**config.mk**
```make
export PLATFORM = sky130hd
export DESIGN_NAME = chip_drop_ctrl
export DESIGN_NICKNAME = d
export VERILOG_FILES = /design/src/rtl/connect4_pkg.sv /design/src/rtl/column_lowest_free.sv /design/src/rtl/chip_drop_ctrl.sv
export SDC_FILE = /design/constraint.sdc
export NUM_CORES = 1
export LEC_CHECK = 0
export ABC_CLOCK_PERIOD_IN_PS = 8550
export CAP_MARGIN = 5
export CORE_MARGIN = 2
export CORE_UTILIZATION = 30
export DETAILED_ROUTE_END_ITERATION = 8
export PLACE_DENSITY_LB_ADDON = 0.05
export SLEW_MARGIN = 20
export SYNTH_ARGS = -nofsm -noshare
export SYNTH_HDL_FRONTEND = slang
export SYNTH_SLANG_ARGS = --single-unit
```
**constraint.sdc**
```tcl
create_clock -name clk -period 8.55 [get_ports clk]
set_clock_uncertainty 0.1 [all_clocks]
set_input_delay 0.855 -clock clk [delete_from_list [all_inputs] [get_ports clk]]
set_output_delay 0.855 -clock clk [all_outputs]
set_load 0.02 [all_outputs]
```
**src/rtl/connect4_pkg.sv**
```systemverilog
// connect4_pkg: board geometry, sequencer state encoding and cell indexing.
package connect4_pkg;
  localparam int NCOLS = 7;
  localparam int NROWS = 6;
  localparam int CELL  = 16;
  typedef enum logic [2:0] {IDLE, CHECK, DRAW, FLUSH, DONE} state_t;
  function automatic logic [5:0] idx(input logic [2:0] row, input logic [2:0] col);
    return 6'(32'(row) * NCOLS + 32'(col));
  endfunction
endpackage

```
**src/rtl/column_lowest_free.sv**
```systemverilog
// column_lowest_free: lowest empty row of one column (bit 0 = bottom) and full flag.
module column_lowest_free
  import connect4_pkg::*;
(
  input  logic [NROWS-1:0] i_col_occ,
  output logic [2:0]       o_row,
  output logic             o_full
);
  always_comb begin
    o_row = '0;
    for (int i = NROWS - 1; i >= 0; i--)
      o_row = i_col_occ[i] ? o_row : 3'(i);
  end
  assign o_full = &i_col_occ;
endmodule

```
**src/rtl/chip_drop_ctrl.sv**
```systemverilog
// chip_drop_ctrl: sequences a column drop through landing-row search, one sprite
// draw pass and the board commit, keeping occupancy, colours and turn.
module chip_drop_ctrl
  import connect4_pkg::*;
#(
  parameter int X0          = 24,
  parameter int Y0          = 16,
  parameter int PITCH       = CELL,
  parameter int DRAW_CYCLES = 256,
  parameter int PLOT_LAT    = 2
) (
  input  logic                   clk,
  input  logic                   resetn,
  input  logic                   drop_req,
  input  logic [2:0]             col,
  input  logic                   clear_board,
  output logic [7:0]             xout,
  output logic [6:0]             yout,
  output logic                   drawr,
  output logic                   drawb,
  output logic                   plot,
  output logic                   busy,
  output logic                   done,
  output logic                   illegal,
  output logic                   turn,
  output logic [NROWS*NCOLS-1:0] occ,
  output logic [NROWS*NCOLS-1:0] chip_col,
  output logic                   board_full
);
  state_t                 r_state;
  logic [2:0]             r_col, r_row;
  logic [7:0]             r_cnt, r_xout;
  logic [6:0]             r_yout;
  logic [PLOT_LAT-1:0]    r_pipe;
  logic                   r_drawr, r_drawb, r_done, r_illegal, r_turn;
  logic [NROWS*NCOLS-1:0] r_occ, r_chip;
  logic [2:0]             w_sel, w_row;
  logic [NROWS-1:0]       w_col_occ;
  logic                   w_col_full, w_board_full;
  // In IDLE the requested column is probed (clamped so col=7 stays in range);
  // afterwards the latched column drives the search.
  assign w_sel = (r_state == IDLE) ? ((col > 3'd6) ? 3'd6 : col) : r_col;
  always_comb begin
    w_col_occ = '0;
    for (int i = 0; i < NROWS; i++)
      w_col_occ[i] = r_occ[idx(3'(i), w_sel)];
  end
  column_lowest_free u_clf (
    .i_col_occ (w_col_occ),
    .o_row     (w_row),
    .o_full    (w_col_full)
  );
  assign w_board_full = &r_occ;
  always_ff @(posedge clk) begin
    if (!resetn) begin
      r_state   <= IDLE;
      r_col     <= '0;
      r_row     <= '0;
      r_cnt     <= '0;
      r_xout    <= '0;
      r_yout    <= '0;
      r_pipe    <= '0;
      r_drawr   <= 1'b0;
      r_drawb   <= 1'b0;
      r_done    <= 1'b0;
      r_illegal <= 1'b0;
      r_turn    <= 1'b0;
      r_occ     <= '0;
      r_chip    <= '0;
    end else begin
      r_done    <= 1'b0;
      r_illegal <= 1'b0;
      r_pipe    <= {r_pipe[PLOT_LAT-2:0], r_drawr | r_drawb};
      case (r_state)
        IDLE: begin
          if (clear_board) begin
            r_occ  <= '0;
            r_chip <= '0;
            r_turn <= 1'b0;
          end else if (drop_req) begin
            if (col > 3'd6 || w_col_full || w_board_full) r_illegal <= 1'b1;
            else begin
              r_col   <= col;
              r_state <= CHECK;
            end
          end
        end
        CHECK: begin
          r_row   <= w_row;
          r_xout  <= 8'(9'(X0 + 32'(r_col) * PITCH));
          r_yout  <= 7'(9'(Y0 + (NROWS - 1 - 32'(w_row)) * PITCH));
          r_cnt   <= '0;
          r_drawr <= ~r_turn;
          r_drawb <= r_turn;
          r_state <= DRAW;
        end
        DRAW: begin
          if (r_cnt == 8'(DRAW_CYCLES - 1)) begin
            r_drawr <= 1'b0;
            r_drawb <= 1'b0;
            r_cnt   <= '0;
            r_state <= FLUSH;
          end else r_cnt <= r_cnt + 8'd1;
        end
        FLUSH: begin
          if (r_cnt == 8'(PLOT_LAT - 1)) begin
            r_done  <= 1'b1;
            r_state <= DONE;
          end else r_cnt <= r_cnt + 8'd1;
        end
        DONE: begin
          r_occ[idx(r_row, r_col)]  <= 1'b1;
          r_chip[idx(r_row, r_col)] <= r_turn;
          r_turn                    <= ~r_turn;
          r_state                   <= IDLE;
        end
        default: r_state <= IDLE;
      endcase
    end
  end
  assign xout       = r_xout;
  assign yout       = r_yout;
  assign drawr      = r_drawr;
  assign drawb      = r_drawb;
  assign plot       = r_pipe[PLOT_LAT-1];
  assign busy       = r_state != IDLE;
  assign done       = r_done;
  assign illegal    = r_illegal;
  assign turn       = r_turn;
  assign occ        = r_occ;
  assign chip_col   = r_chip;
  assign board_full = w_board_full;
endmodule

```
# Word level (Yosys, flattened, before mapping)
# Index checks and enable logic that the tools add are counted.
dict set report word_totals {
  regBits 123
  latch_bits 0
  ram_bits 0
  rom_bits 0
  input_bits 7
  out_inout_bits 107
  word_cells 114
  memories 0
}
dict set report op_classes {
  add_sub_neg 10
  multipliers 1
  div 0
  order_cmp 9
  n_eq_ne 13
  shift 0
  n_mux 42
  bitwise_logic 8
  n_reduce_logical 17
}
# op n
set ops {}
lappend ops {{42-bit one-hot mux with 2 select lines} 2}
lappend ops {{42-bit bitwise mux} 1}
lappend ops {{42-bit two-way mux} 1}
lappend ops {{42-bit bitwise OR} 1}
lappend ops {{42-bit AND reduction} 1}
lappend ops {{3-bit two-way mux} 13}
lappend ops {{1-bit binary-select mux with 6-bit select} 5}
lappend ops {{6-bit by 7-bit < comparator with 1-bit output, second input constant} 4}
lappend ops {{8-bit one-hot mux with 3 select lines} 1}
lappend ops {{8-bit two-way mux} 2}
lappend ops {{2-bit != test, second input constant} 7}
lappend ops {{5-bit by 3-bit adder with 6-bit output, first input constant} 2}
lappend ops {{3-bit one-hot mux with 4 select lines} 1}
lappend ops {{1-bit two-way mux} 11}
lappend ops {{5-bit by 7-bit adder with 8-bit output, first input constant} 1}
lappend ops {{8-bit by 1-bit adder with 8-bit output, second input constant} 1}
lappend ops {{8-bit by 1-bit equality test with 1-bit output, second input constant} 1}
lappend ops {{8-bit equality test, second input constant} 1}
lappend ops {{2-bit AND reduction} 4}
lappend ops {{6-bit by 7-bit adder with 7-bit output, first input constant} 1}
lappend ops {{3-bit by 7-bit < comparator with 1-bit output, second input constant} 1}
lappend ops {{4-bit by 7-bit < comparator with 1-bit output, second input constant} 1}
lappend ops {{5-bit by 7-bit < comparator with 1-bit output, second input constant} 1}
lappend ops {{6-bit by 3-bit adder with 6-bit output} 1}
lappend ops {{24 further kinds} 35}

# Depth between registers and ports, before layout
dict set report depth {
  word_depth 14
  mapped_depth 18
}

# By module
# Synthesis repeated with hierarchy kept, for this count alone.
dict set report unflattened {
  cells_unflattened 668
  area_unflattened_um2 5960.7
}
# module instances cells_each area_each_um2
set by_module_without_submodules {}
lappend by_module_without_submodules {chip_drop_ctrl 1 658 5908.2}
lappend by_module_without_submodules {column_lowest_free 1 10 52.6}

# Worst setup path before layout
# Ideal clock, no wire load.
dict set report synth_timing {
  path_type {input-to-reg}
  startpoint {in col[2]}
  endpoint {reg r_yout[6] (netlist: yout[6])}
  arrival_time_ps 4050
  required_time_ps 8371
  setup_slack_ps 4321
  cell_stages 17
  path_buffers 4
  path_cell_list {clkbuf_2 nand2_1 a31oi_4 buf_6 inv_2 clkbuf_1 ha_1 buf_1 mux2_2 mux2_2 a32o_1 nor2b_1 o21bai_1 a21bo_1 ha_1 nand4b_1 o211ai_1}
}
dict set report synth_between {
  elab_chain_cells 14
  elab_cells_between_ends 28
  classes_between {add/sub (7); order compare (1); mux (20)}
}
# element line
set synth_lines {}
lappend synth_lines {{from (decl)} chip_drop_ctrl.sv:15} ;# input logic [2:0] col,
lappend synth_lines {{3-bit greater-than comparator} chip_drop_ctrl.sv:42} ;# assign w_sel = (r_state == IDLE) ? ((col > 3'd6) ? 3'd6 : col) : r_col;
lappend synth_lines {{3-bit two-way mux * (2 in series)} chip_drop_ctrl.sv:42}
lappend synth_lines {{6-bit by 3-bit adder with 6-bit output} connect4_pkg.sv:8} ;# return 6'(32'(row) * NCOLS + 32'(col));
lappend synth_lines {{1-bit binary-select mux with 6-bit select} chip_drop_ctrl.sv:46} ;# w_col_occ[i] = r_occ[idx(3'(i), w_sel)];
lappend synth_lines {{1-bit two-way mux (not written as such)} chip_drop_ctrl.sv:46}
lappend synth_lines {{3-bit two-way mux (5 in series)} column_lowest_free.sv:12} ;# o_row = i_col_occ[i] ? o_row : 3'(i);
lappend synth_lines {{3-bit two-way mux *} column_lowest_free.sv:12}
lappend synth_lines {{3-bit subtractor *} chip_drop_ctrl.sv:91} ;# r_yout <= 7'(9'(Y0 + (NROWS - 1 - 32'(w_row)) * PITCH));
lappend synth_lines {{6-bit by 7-bit adder with 7-bit output *} chip_drop_ctrl.sv:91}
lappend synth_lines {{to (signal assigned)} chip_drop_ctrl.sv:91}
lappend synth_lines {{to (decl)} chip_drop_ctrl.sv:33} ;# logic [6:0] r_yout;
# Every way passes the cells marked *; elsewhere a longest branch is shown, timed or not. The select of a mux whose other input is x is not followed.
# A chain may end at the register's enable or synchronous reset.

# Worst setup path after layout
dict set report layout_timing {
  startpoint {in col[1]}
  endpoint {reg r_yout[6] (netlist: yout[6])}
}
# Same word-level chain as after synthesis.

==> results.json <==
{
  "slew_headroom_pct": 34.2,
  "cp_slowest_cell": "clkdlybuf4s50_1",
  "cts_tree": "done",
  "fin_crit_sh_pct": 60.2,
  "worstPathMaxFanout": 22,
  "required_ns": 8.78,
  "grt_pass1_wl_um": 32200,
  "numCtsBuffers": 17,
  "crit_type": "in2reg",
  "synth_seq_cells": 115,
  "hold_ws_ns": 0.327,
  "met2_usage_pct": 31.8,
  "gp_congestion": 0.842,
  "status": "complete, no violations",
  "antenna_cells": 0,
  "die_x_um": 144,
  "grt.busiest_layer": "met2",
  "powerDensity_nw_per_um2": 188,
  "cts_hold_buf": 0,
  "synth_area_leader_cell": "dfxtp_1",
  "ys_seq_area_share_pct": 39.2,
  "pre_cts_ws_ns": 3.03,
  "regToRegSetupSlack_ns": 3.94,
  "fp-row-count": 51,
  "post_cts_buffers": 0,
  "cts_root_buf": "clkbuf_16",
  "crit_family": "compound AO/OA/AOI/OAI gates",
  "final_max_slew_viol_count": 0,
  "netlist_area_um2": 5880,
  "core-area_um2": 19300,
  "avgSynthCellArea_um2": 9.22,
  "first_pass_iters": 5,
  "grtUsageMet1_pct": 28.1,
  "clk_pin_slew_ns": 0.06,
  "critPathBufInv": 2,
  "clock_sinks": 115,
  "fill_cells": 1906,
  "yosys_warnings": 0,
  "start_util_pct": 30.4,
  "via_per_inst": 5.48,
  "leakage_uw": 0.00276,
  "syn_to_final_growth_pct": 31.8,
  "cts_htree_levels": 4,
  "grt_pass1_vias": 5343,
  "drive_above_1_share_pct": 8.39,
  "grt-ovfl-total": 0,
  "dieArea_um2": 20700,
  "syn_inst": 638,
  "grt_start_max_net_pins": 43,
  "avgRoutedWirePerCell_um": 20.3,
  "min_path_type": "reg2reg",
  "ir_drop_uv": 121,
  "end_kind": "register",
  "drtIter0Drc": 332,
  "cts_resized": 0,
  "finalSetupViolations": 0,
  "io_buffers": 106,
  "multi_input_area_um2": 3290,
  "async_flop_share_pct": 0,
  "synth_edf_count": 0,
  "synth_cell_types": 73,
  "setup-tns-final_ns": 0,
  "hold_violations": 0,
  "synth.area.top_cells": "dfxtp_1, a211oi_1, a22o_1, ha_1, a21oi_1",
  "dp_hpwl_um": 14500,
  "die_height_um": 144,
  "max-clock-path-buffers": 2,
  "fmax_mhz": 194,
  "finalWirelength_um": 20400,
  "worst_pin_slew_ns": 0.980,
  "vias": 5498,
  "grt_setup_unrepaired": "no",
  "cp.arrival_ns": 5.38,
  "grt_use_total_pct": 20.5,
  "use_met3_pct": 5.50,
  "seqCellArea_um2": 2300,
  "critPathMaxStageDelay_ns": 0.92,
  "final.setup.worst_slack_ns": 3.40,
  "synth_top_flop_cell": "dfxtp_1",
  "synth.most_common_cell": "dfxtp_1",
  "startpoint_type": "primary input",
  "worstSkewPairLatency_ns": 0.42,
  "synthTopCellsByCount": "dfxtp_1, a211oi_1, a21oi_1",
  "fin_nets": 758,
  "antenna_found_initial": 0,
  "drc": 0,
  "cap_violations": 0,
  "worstPathCellList": "clkdlybuf4s50_1, nand2_1, a31oi_4, inv_2, ha_1, mux2_2, mux2_2, a32o_1, nor2b_1, o21bai_1, a21bo_1, ha_1, nand4b_1, o211ai_1",
  "yosysTopAreaCellShare_pct": 39.2,
  "layout_min_cycle_time_ns": 5.15,
  "ios": 114,
  "ant_nets": 0
}
path summary, 6_finish.rpt:
check | startpoint | endpoint | cells after the start
worst min-delay path | r_pipe[0] | r_pipe[1] | 1
worst max-delay path | col[1] | yout[6] | 14
worst max register to register | r_row[1] | chip_col[20] | 8
worst min register to register | r_pipe[0] | r_pipe[1] | 1
flip-flops by register name, indices dropped and copies added, names as in the netlist, 2 cells and up:
register,cells
chip_col,42
occ,42
r_cnt,8
r_col,3
r_pipe,2
r_row,3
r_state,3
xout,5
yout,2
through the flow:
stage	power, uW	util, %	area (um^2)	cells
floorplan	663	-	5900	644
global placement	702	36.9	7130	973
detailed placement	703	36.9	7130	973
CTS	1470	40.1	7750	1004
global route	1510	40.1	7750	1004
finish	1450	40.1	7750	1004
cell usage in the layout, fill, tap and decap left out, types with 4 or more instances in the layout:
| cell type | n |
|---|---|
| o21a_1 | 4 |
| and2_1 | 13 |
| mux4_2 | 5 |
| nor4_1 | 6 |
| inv_1 | 13 |
| a31oi_1 | 7 |
| o211ai_1 | 5 |
| conb_1 | 7 |
| and3_1 | 11 |
| nor2b_1 | 11 |
| inv_6 | 6 |
| nor3_1 | 21 |
| xnor2_1 | 8 |
| nor3b_1 | 5 |
| nor2_1 | 29 |
| nand4_1 | 15 |
| a21boi_0 | 5 |
| a21oi_1 | 49 |
| nand3_1 | 8 |
| xor2_1 | 6 |
| o31ai_1 | 4 |
| fa_1 | 4 |
| nand3b_1 | 4 |
| buf_4 | 11 |
| a32o_1 | 9 |
| clkdlybuf4s50_1 | 106 |
| o22ai_1 | 4 |
| a211oi_1 | 51 |
| dfxtp_1 | 115 |
| nand2_1 | 43 |
| o21ai_0 | 9 |
| mux2i_1 | 11 |
| a22o_1 | 31 |
| ha_1 | 20 |
| clkbuf_16 | 17 |
cell type report:
type | count | area share [%]
Inverter | 16 | 0.775
Multi-Input combinational cell | 460 | 42.5
Timing Repair Buffer | 117 | 14.8
Clock inverter | 12 | 2.16
Clock buffer | 19 | 5.84
Sequential cell | 115 | 29.7
Tap cell | 265 | 4.28
per-layer routing:
layer  vias to the layer above  routed length [um]
li1                       2596                   -
met1                      2684                9520
met2                       197                9260
met3                        21                1290
met4                         0                 300
met5                         -                   0
where the power goes:
group	switching, uW	total (uW)	internal, uW
registers	6.73	547	540
clock network	283	762	479
logic	94.0	144	49.9
kinds of logic (layout without fill, tap and decap cells):
family | after synthesis | in the layout | synth area share (%)
other | 1 | 7 | 0.0638
multiplexers | 19 | 19 | 4.36
AO/OA/AOI/OAI | 210 | 210 | 26.0
XOR/XNOR | 14 | 14 | 2.09
flip-flops | 115 | 115 | 39.2
AND/OR/NAND/NOR | 186 | 186 | 17.5
buffers and inverters | 69 | 164 | 5.21
adder cells (fa/ha/maj) | 24 | 24 | 5.62
No activity file was read; power rests on OpenSTA's default activity.
